[src/rtl/add_nbit.sv]
// add_nbit: N-bit unsigned ripple-carry adder with one output register stage.
// The (N+1)-bit sum and a separate carry-out flag are registered on every
// rising clock edge, giving a fixed one-cycle latency.
// Optional build macro ADD_NBIT_CARRY_IN_EN adds a c_in port feeding the
// carry into bit 0; without it the chain's carry-in is tied low.
module add_nbit #(
    parameter int N = 8
) (
    input  logic         clk,
    input  logic         rst,
    input  logic [N-1:0] a,
    input  logic [N-1:0] b,
`ifdef ADD_NBIT_CARRY_IN_EN
    input  logic         c_in,
`endif
    output logic [N:0]   out,
    output logic         c_out
);

    // carry[i] is the carry into bit i; carry[N] is the final carry-out.
    logic [N:0]   carry;
    logic [N-1:0] sum;

    // Carry into the least-significant cell.
`ifdef ADD_NBIT_CARRY_IN_EN
    assign carry[0] = c_in;
`else
    assign carry[0] = 1'b0;
`endif

    // Ripple chain of full-adder cells, one per operand bit.
    for (genvar i = 0; i < N; i++) begin : g_fa
        logic prop;
        assign prop         = a[i] ^ b[i];
        assign sum[i]       = prop ^ carry[i];
        assign carry[i + 1] = (a[i] & b[i]) | (carry[i] & prop);
    end

    // ---- stage boundary: combinational sum -> registered result ----
    // Output register reloads every cycle; reset clears it asynchronously so
    // no pending result survives a reset.
    always_ff @(posedge clk or posedge rst) begin
        if (rst) begin
            out   <= '0;
            c_out <= 1'b0;
        end else begin
            out   <= {carry[N], sum};
            c_out <= carry[N];
        end
    end

endmodule

[config.mk]
export PLATFORM = sky130hd
export DESIGN_NAME = add_nbit
export DESIGN_NICKNAME = d
export VERILOG_FILES = /design/src/rtl/add_nbit.sv
export SDC_FILE = /design/constraint.sdc
export NUM_CORES = 1
export LEC_CHECK = 0
export CORE_AREA = 2 2 39 41
export DETAILED_ROUTE_END_ITERATION = 10
export DIE_AREA = 0 0 41 43
export PLACE_DENSITY = 0.73
export SYNTH_ARGS = -nofsm -noshare
export SYNTH_HDL_FRONTEND = slang
export SYNTH_SLANG_ARGS = --single-unit
[constraint.sdc]
create_clock -name clk -period 1.4 [get_ports clk]
set_input_delay 0.28 -clock clk [delete_from_list [all_inputs] [get_ports clk]]
set_output_delay 0.28 -clock clk [all_outputs]
set_load 0.005 [all_outputs]
; Word-level counts from Yosys, hierarchy flattened
; Cells that the tools add are included.
[totals]
regBits = 10
input_bits = 18
output_inout_bits = 10
word_cells = 39
[classes]
n_bitwise = 37
[ops]
columns = operator, count
row1 = 1-bit AND, 15
row2 = 1-bit bitwise XOR, 15
row3 = 1-bit bitwise OR, 7

; Longest topological paths before layout
; Gate-level depths: netlist of run 1.
[logic_depth]
word_depth = 15
ltp_mapped = 12
depth_no_buf = 12

; Worst setup path after synthesis of run 1
; Ideal clock, no wire load.
[synth_path]
kind = in2reg
start = input port a[0]
end = register out[7]
setup_ps = 64
arrival_time_ps = 3067
t_required_ps = 1336
setup_slack_ps = -1731
path_stages = 12
path_buffers = 0
cell_sequence = ha_1 > inv_1 > fa_1 > inv_1 > fa_1 > fa_1 > fa_1 > fa_1 > fa_1 > inv_1 > fa_1 > inv_1
[synth_between]
elab_chain_len = 14
[synth_lines]
columns = item, line
row1 = "start, declared", 11  ; input logic [N-1:0] a,
row2 = 1-bit AND (2 in a row), 36  ; assign carry[i + 1] = (a[i] & b[i]) | (carry[i] & prop);
row3 = 1-bit bitwise OR, 36
row4 = 1-bit AND, 36
row5 = 1-bit bitwise OR, 36
row6 = 1-bit AND, 36
row7 = 1-bit bitwise OR, 36
row8 = 1-bit AND, 36
row9 = 1-bit bitwise OR, 36
row10 = 1-bit AND, 36
row11 = 1-bit bitwise OR, 36
row12 = 1-bit AND, 36
row13 = 1-bit bitwise OR, 36
row14 = 1-bit bitwise XOR, 35  ; assign sum[i] = prop ^ carry[i];
row15 = via sum[7], 22  ; logic [N-1:0] sum;
row16 = "end signal, assigned", 47  ; out <= {carry[N], sum};
row17 = "end, declared", 16  ; output logic [N:0] out,
; The timed path passes the listed nets, and every way through them passes these cells.

; Final worst setup path of run 1
; Same ends and word-level chain as after synthesis.

==> impl_metrics.csv, run 1 <==
group,metric,value,unit
floorplan,dieHeight,43,um
timing,worstMarginPinSlew,0.3495,ns
floorplan,initial_core_util,0.3083,
drt,post_drt_via_cell_ratio,3.933,
setup_path,critPathMaxStageDelay,0.43,ns
drt,drc_errors,0,
setup_path,critPathKind,"primary input to flop",
logic_synthesis,synthFlopType,"dfrtp_1",
timing,max_freq,348.7,MHz
floorplan,ios,28,
global_route,grt_overflow_total,0,
clock_network,cts_tree,"yes",
layout,instances_no_fill,75,
logic_synthesis,synth_top_cell_by_area,"dfrtp_1",
timing,finalCritPeriodShare,2.048,
power,cellPowerDensity,948.8,nW/um^2
logic_synthesis,yosys_warnings,0,
floorplan,die_area,1763,um^2
place,dp_cells,71,
place,post-dp-hpwl,762.7,um
timing,setup_viol,6,
place,portBuffers,27,
timing,worst_slack,-1.468,ns
timing,slew_violations,0,
logic_synthesis,syn_inst,29,
setup_path,critPathMaxFanout,1,
global_route,grt_use_total,0.1214,
logic_synthesis,synth_seq_area_share,0.5279,
floorplan,rows,14,
power,power.total,0.7456,mW
power,p_leak,0.3995,nW
floorplan,die_x,41,um
global_route,grt_pass1_vias,315,
logic_synthesis,yosysUniqueCellTypes,5,
clock_network,cts_htree_levels,1,
setup_path,crit_top_cell,"fa_2",
setup_path,endpoint_kind,"flop",
timing,final_hold_viol_count,0,
setup_path,critPathBufInv,5,
clock_network,holdBufCountCts,0,
logic_synthesis,yosysTopAreaCellShare,0.5279,
global_route,grt_antenna_before_repair,0,
clock_network,numCtsBuffers,3,
setup_path,critPathSlowestCell,"fa_2",
drt,wl_per_cell,13.04,um
logic_synthesis,synth_most_common_cell,"inv_1",
logic_synthesis,ys_ff_latch,9,
global_route,grt_max_degree,10,
floorplan,core_area,1384,um^2
setup_path,crit_arrival,3.08,ns
hold_path,hold_class,"primary input to flop",
logic_synthesis,synthTopCellsByArea,"dfrtp_1 (53%), fa_1 (33%), inv_1 (9.7%), ha_1 (2.9%), buf_4 (1.8%)",
place,post-place-ws,-2.154,ns
power,ir_drop,573.4,uV
logic_synthesis,synth_nets,55,
clock_network,root_buffer,"clkbuf_4",
clock_network,clk_pin_slew,0.07,ns
place,gp_congestion,0.6476,
drt,wl,978,um
drt,dr.pass1.iters,2,
drt,ant_nets,0,
logic_synthesis,synth.top_cells.by_count,"inv_1 (11), dfrtp_1 (9), fa_1 (7)",
setup_path,start_kind,"primary input",
logic_synthesis,synth_edf_count,0,
run_status,outcome,"finished with violations",
setup_path,cp_top_family,"adder cells",
layout,drive_above_1_share,0.3220,
clock_network,clockBufferDepth,2,
run_status,violations,"negative setup slack",
timing,rsz0062_at_grt,"yes",
timing,slew_headroom,0.7667,
layout,insertedDiodeCount,0,
clock_network,clock-sinks,9,
logic_synthesis,synthArstFlopShare,1.000,
layout,nNetsFinal,86,
drt,vias,295,
timing,finalSetupTns,-5.050,ns
drt,drtIter0Drc,3,
run,maxCapViolCount,0,
global_route,grt_pass1_wl,1331,um
timing,period_minus_slack,2.868,ns
setup_path,required,1.61,ns
setup_path,crit_chain,"buf_6 -> ha_4 -> inv_2 -> fa_2 -> inv_2 -> fa_2 -> fa_2 -> fa_2 -> fa_2 -> fa_2 -> inv_2 -> fa_2 -> inv_2",
logic_synthesis,synth_area,426.7,um^2
layout,syn_to_final_growth,84.16,%
logic_synthesis,avgSynthCellArea,14.71,um^2
-- cells in the final DEF, fill, tap and decap left out --
master | Yosys | layout
inv_1 | 11 | 5
clkbuf_4 | 0 | 3
dlymetal6s2s_1 | 0 | 7
clkdlybuf4s15_1 | 0 | 2
clkbuf_1 | 0 | 1
fa_2 | 0 | 7
clkdlybuf4s50_1 | 0 | 16
inv_2 | 0 | 6
buf_6 | 0 | 2
dfrtp_1 | 9 | 9
ha_4 | 0 | 1
-- state kept, by name, indices dropped and copies added (netlist names) --
register,cells
c_out,1
out,8
-- logic make-up (layout without fill, tap and decap cells) --
kind of cell             count (synthesis)  count (layout)  share of synthesized area
adder cells (fa/ha/maj)                  8               8                     0.3578
buffers and inverters                   12              42                     0.1144
flip-flops                               9               9                     0.5279
-- final cells by class --
cell class | count | area [um^2]
Sequential cell | 9 | 225.2
Multi-Input combinational cell | 8 | 182.7
Tap cell | 16 | 20.02
Inverter | 11 | 41.29
Fill cell | 103 | 598.1
Timing Repair Buffer | 27 | 290.3
Clock buffer | 4 | 26.28
-- timing repair --
action,CTS,global route
endpoints found under the setup margin,7,12
setup buffers,0,0
gates resized for setup,16,8
pin swaps,8,8
-- metal layers --
layer  track usage  wire length (um)  part of all wire  up-vias
li1              -                 -                 -      135
met2        0.1813               511              0.52       21
met4        0.1000                19             0.019        0
met3       0.04188               110              0.11        2
met1        0.1288               338              0.35      137
met5             0                 0                 0        -
-- power breakdown --
part / internal [mW] / leakage, nW / total, mW / switching [mW]
registers: 0.303 / 0.105 / 0.315 / 0.0116
clock network: 0.110 / 0.0150 / 0.212 / 0.102
logic: 0.143 / 0.280 / 0.218 / 0.0756
-- path summary, 6_finish.rpt --
| kind | from | endpoint | slack, ns | cells after the start |
|---|---|---|---|---|
| worst max-delay path | a[0] | out[7] | -1.47 | 13 |
| worst min-delay path | b[0] | out[0] | 0.23 | 2 |
| max in group asynchronous | rst | out[0] | 0.88 | 2 |
| min in group asynchronous | rst | out[5] | 0.27 | 2 |
-- per-stage QoR --
stage / util / hold slack (ns) / area, um^2
2_1_floorplan: - / 0.1079 / 456.7
3_3_place_gp: 0.5344 / 0.5649 / 739.5
3_5_place_dp: 0.5344 / 0.5641 / 739.5
4_1_cts: 0.5543 / 0.2244 / 767.0
5_1_grt: 0.5678 / 0.2161 / 785.8
6_report: 0.5678 / 0.2293 / 785.8
Note: power is estimated with default switching activity, not from simulation.
==> inputs of run 2 (changes only) <==
Settings changed: SETUP_SLACK_MARGIN set to 0.02.
==> run 2 against run 1 <==
  * The flow still finishes with violations (negative setup slack)
  * Setup slack worse by 0.0053 ns
  * Power down 3.2%
  * Routed wire length down 3.5%
  * Global-route usage up 0.10 points
  * Design area up 0.32%
  * Combinational power down 6%
  * First-iteration DRC count up 67%
  * Sequential power about the same
  * Non-clock buffer count unchanged
  * Clock-buffer cell count unchanged
  * Critical path depth unchanged
  * Via count up 4.4%
==> impl_metrics.csv, run 2 (synthesized netlist as in run 1, its figures left out) <==
group,metric,value,unit
power,clkPwrFrac,0.279,
place,portBuffers,27,
layout,regMostFlops,"out",
setup_path,critPathMaxFanout,1,
drt,vias,308,
drt,wl,944,um
layout,top_regs,"out: 8 flops, c_out: 1 flops",
clock_network,clock-sinks,9,
setup_path,crit_arrival,3.07,ns
floorplan,core_area,1384,um^2
timing,finalCritPeriodShare,2.052,
layout,syn_to_final_growth,84.75,%
power,power.total,0.7215,mW
timing,rsz0062_at_grt,"yes",
layout,finalInstanceArea,788.3,um^2
drt,drc_errors,0,
clock_network,holdBufCountCts,0,
setup_path,endpoint_kind,"flop",
hold_path,min_from,"b[0]",
timing,worstMarginPinSlew,0.3427,ns
run,maxCapViolCount,0,
place,dp_cells,71,
global_route,grt_pass1_vias,318,
power,internal_power,0.5447,mW
drt,dr.pass1.iters,5,
clock_network,numCtsBuffers,3,
place,post-place-ws,-2.154,ns
drt,post_drt_via_cell_ratio,4.107,
floorplan,dieHeight,43,um
clock_network,cts_htree_levels,1,
setup_path,start_kind,"primary input",
clock_network,postCtsSetupRepairBufs,0,
hold_path,hold_depth,2,
power,p_leak,0.4204,nW
drt,ant_nets,0,
clock_network,cts_tree,"yes",
clock_network,root_buffer,"clkbuf_4",
drt,drtIter0Drc,5,
floorplan,initial_core_util,0.3083,
setup_path,required,1.60,ns
global_route,grt_pass1_wl,1345,um
timing,slew_headroom,0.7713,
power,swShare,0.2449,
power,p_sw,0.1767,mW
run_status,outcome,"finished with violations",
layout,layout_commonest_cell,"clkdlybuf4s50_1",
place,gp_congestion,0.6476,
timing,period_minus_slack,2.873,ns
floorplan,die_area,1763,um^2
layout,insertedDiodeCount,0,
timing,slew_violations,0,
run_status,violations,"negative setup slack",
floorplan,rows,14,
timing,setup_viol,6,
power,pwr-share-seq,0.436,
hold_path,hold_class,"primary input to flop",
power,p_comb_frac,0.285,
global_route,grt_max_degree,10,
place,post-dp-hpwl,762.7,um
hold_path,whs_endpoint,"out[0]",
power,ir_drop,407.4,uV
drt,wl_per_cell,12.59,um
timing,final_hold_viol_count,0,
global_route,grt_antenna_before_repair,0,
timing,worst_slack,-1.473,ns
setup_path,critPathKind,"primary input to flop",
timing,max_freq,348.1,MHz
clock_network,clk_pin_slew,0.06,ns
layout,nNetsFinal,86,
global_route,grt_use_total,0.1224,
place,placed_area,739.5,um^2
layout,layout_common_cells,"clkdlybuf4s50_1 (12), dfrtp_1 (9), dlymetal6s2s_1 (9), fa_2 (7), inv_2 (6)",
floorplan,ios,28,
clock_network,clockBufferDepth,2,
layout,drive_above_1_share,0.3220,
floorplan,die_x,41,um
layout,largest_reg_flops,8,
layout,instances_no_fill,75,
global_route,grt_overflow_total,0,
power,cellPowerDensity,915.3,nW/um^2
run 2: area by class of cell:
type                    instances  area (um^2)
fillers                       106        595.6
repair buffers                 27        292.8
inverters                      11        41.29
well taps                      16        20.02
multi-input cells               8        182.7
flip-flops and latches          9        225.2
clock buffers                   4        26.28
run 2: worst max-delay path by stage:
stage          start     end  slack (ns)
2_1_floorplan   a[0]  out[7]       -1.55
3_3_place_gp    a[0]  out[7]       -2.09
3_5_place_dp    b[0]  out[7]       -2.15
4_1_cts         b[0]  out[7]       -1.61
5_1_grt         a[0]  out[7]       -1.53
6_report        a[0]  out[7]       -1.47
run 2: critical path, cell delays in order:
cell   delay, ns
buf_6       0.10
ha_4        0.15
inv_2       0.04
fa_2        0.18
inv_2       0.03
fa_2        0.34
fa_2        0.37
fa_2        0.35
fa_2        0.35
fa_2        0.34
inv_2       0.07
fa_2        0.43
inv_2       0.05
run 2: power groups by stage:
| stage | clock network (mW) | logic, mW | registers (mW) |
|---|---|---|---|
| 2_1_floorplan | 0 | 0.0566 | 0.327 |
| 3_3_place_gp | 0 | 0.216 | 0.319 |
| 3_5_place_dp | 0 | 0.226 | 0.321 |
| 4_1_cts | 0.210 | 0.223 | 0.315 |
| 5_1_grt | 0.230 | 0.233 | 0.319 |
| 6_report | 0.201 | 0.206 | 0.315 |
run 2: layer usage:
metal / wire length (um) / GRT usage
met1: 328 / 0.1288
met2: 497 / 0.1844
met3: 118 / 0.04188
met4: 0 / 0.1000
met5: 0 / 0
run 2: stage by stage:
step	utilization	setup TNS [ns]	hold WS [ns]
floorplan	-	-5.691	0.1079
global placement	0.5344	-9.481	0.5649
detailed placement	0.5344	-9.826	0.5641
CTS	0.5524	-5.550	0.2244
global route	0.5696	-5.289	0.2177
finish	0.5696	-5.059	0.2344
run 2: repair_timing:
item,4_1_cts,5_1_grt
endpoints found under the setup margin,10,14
gates resized for setup,18,10
pin swaps,8,8
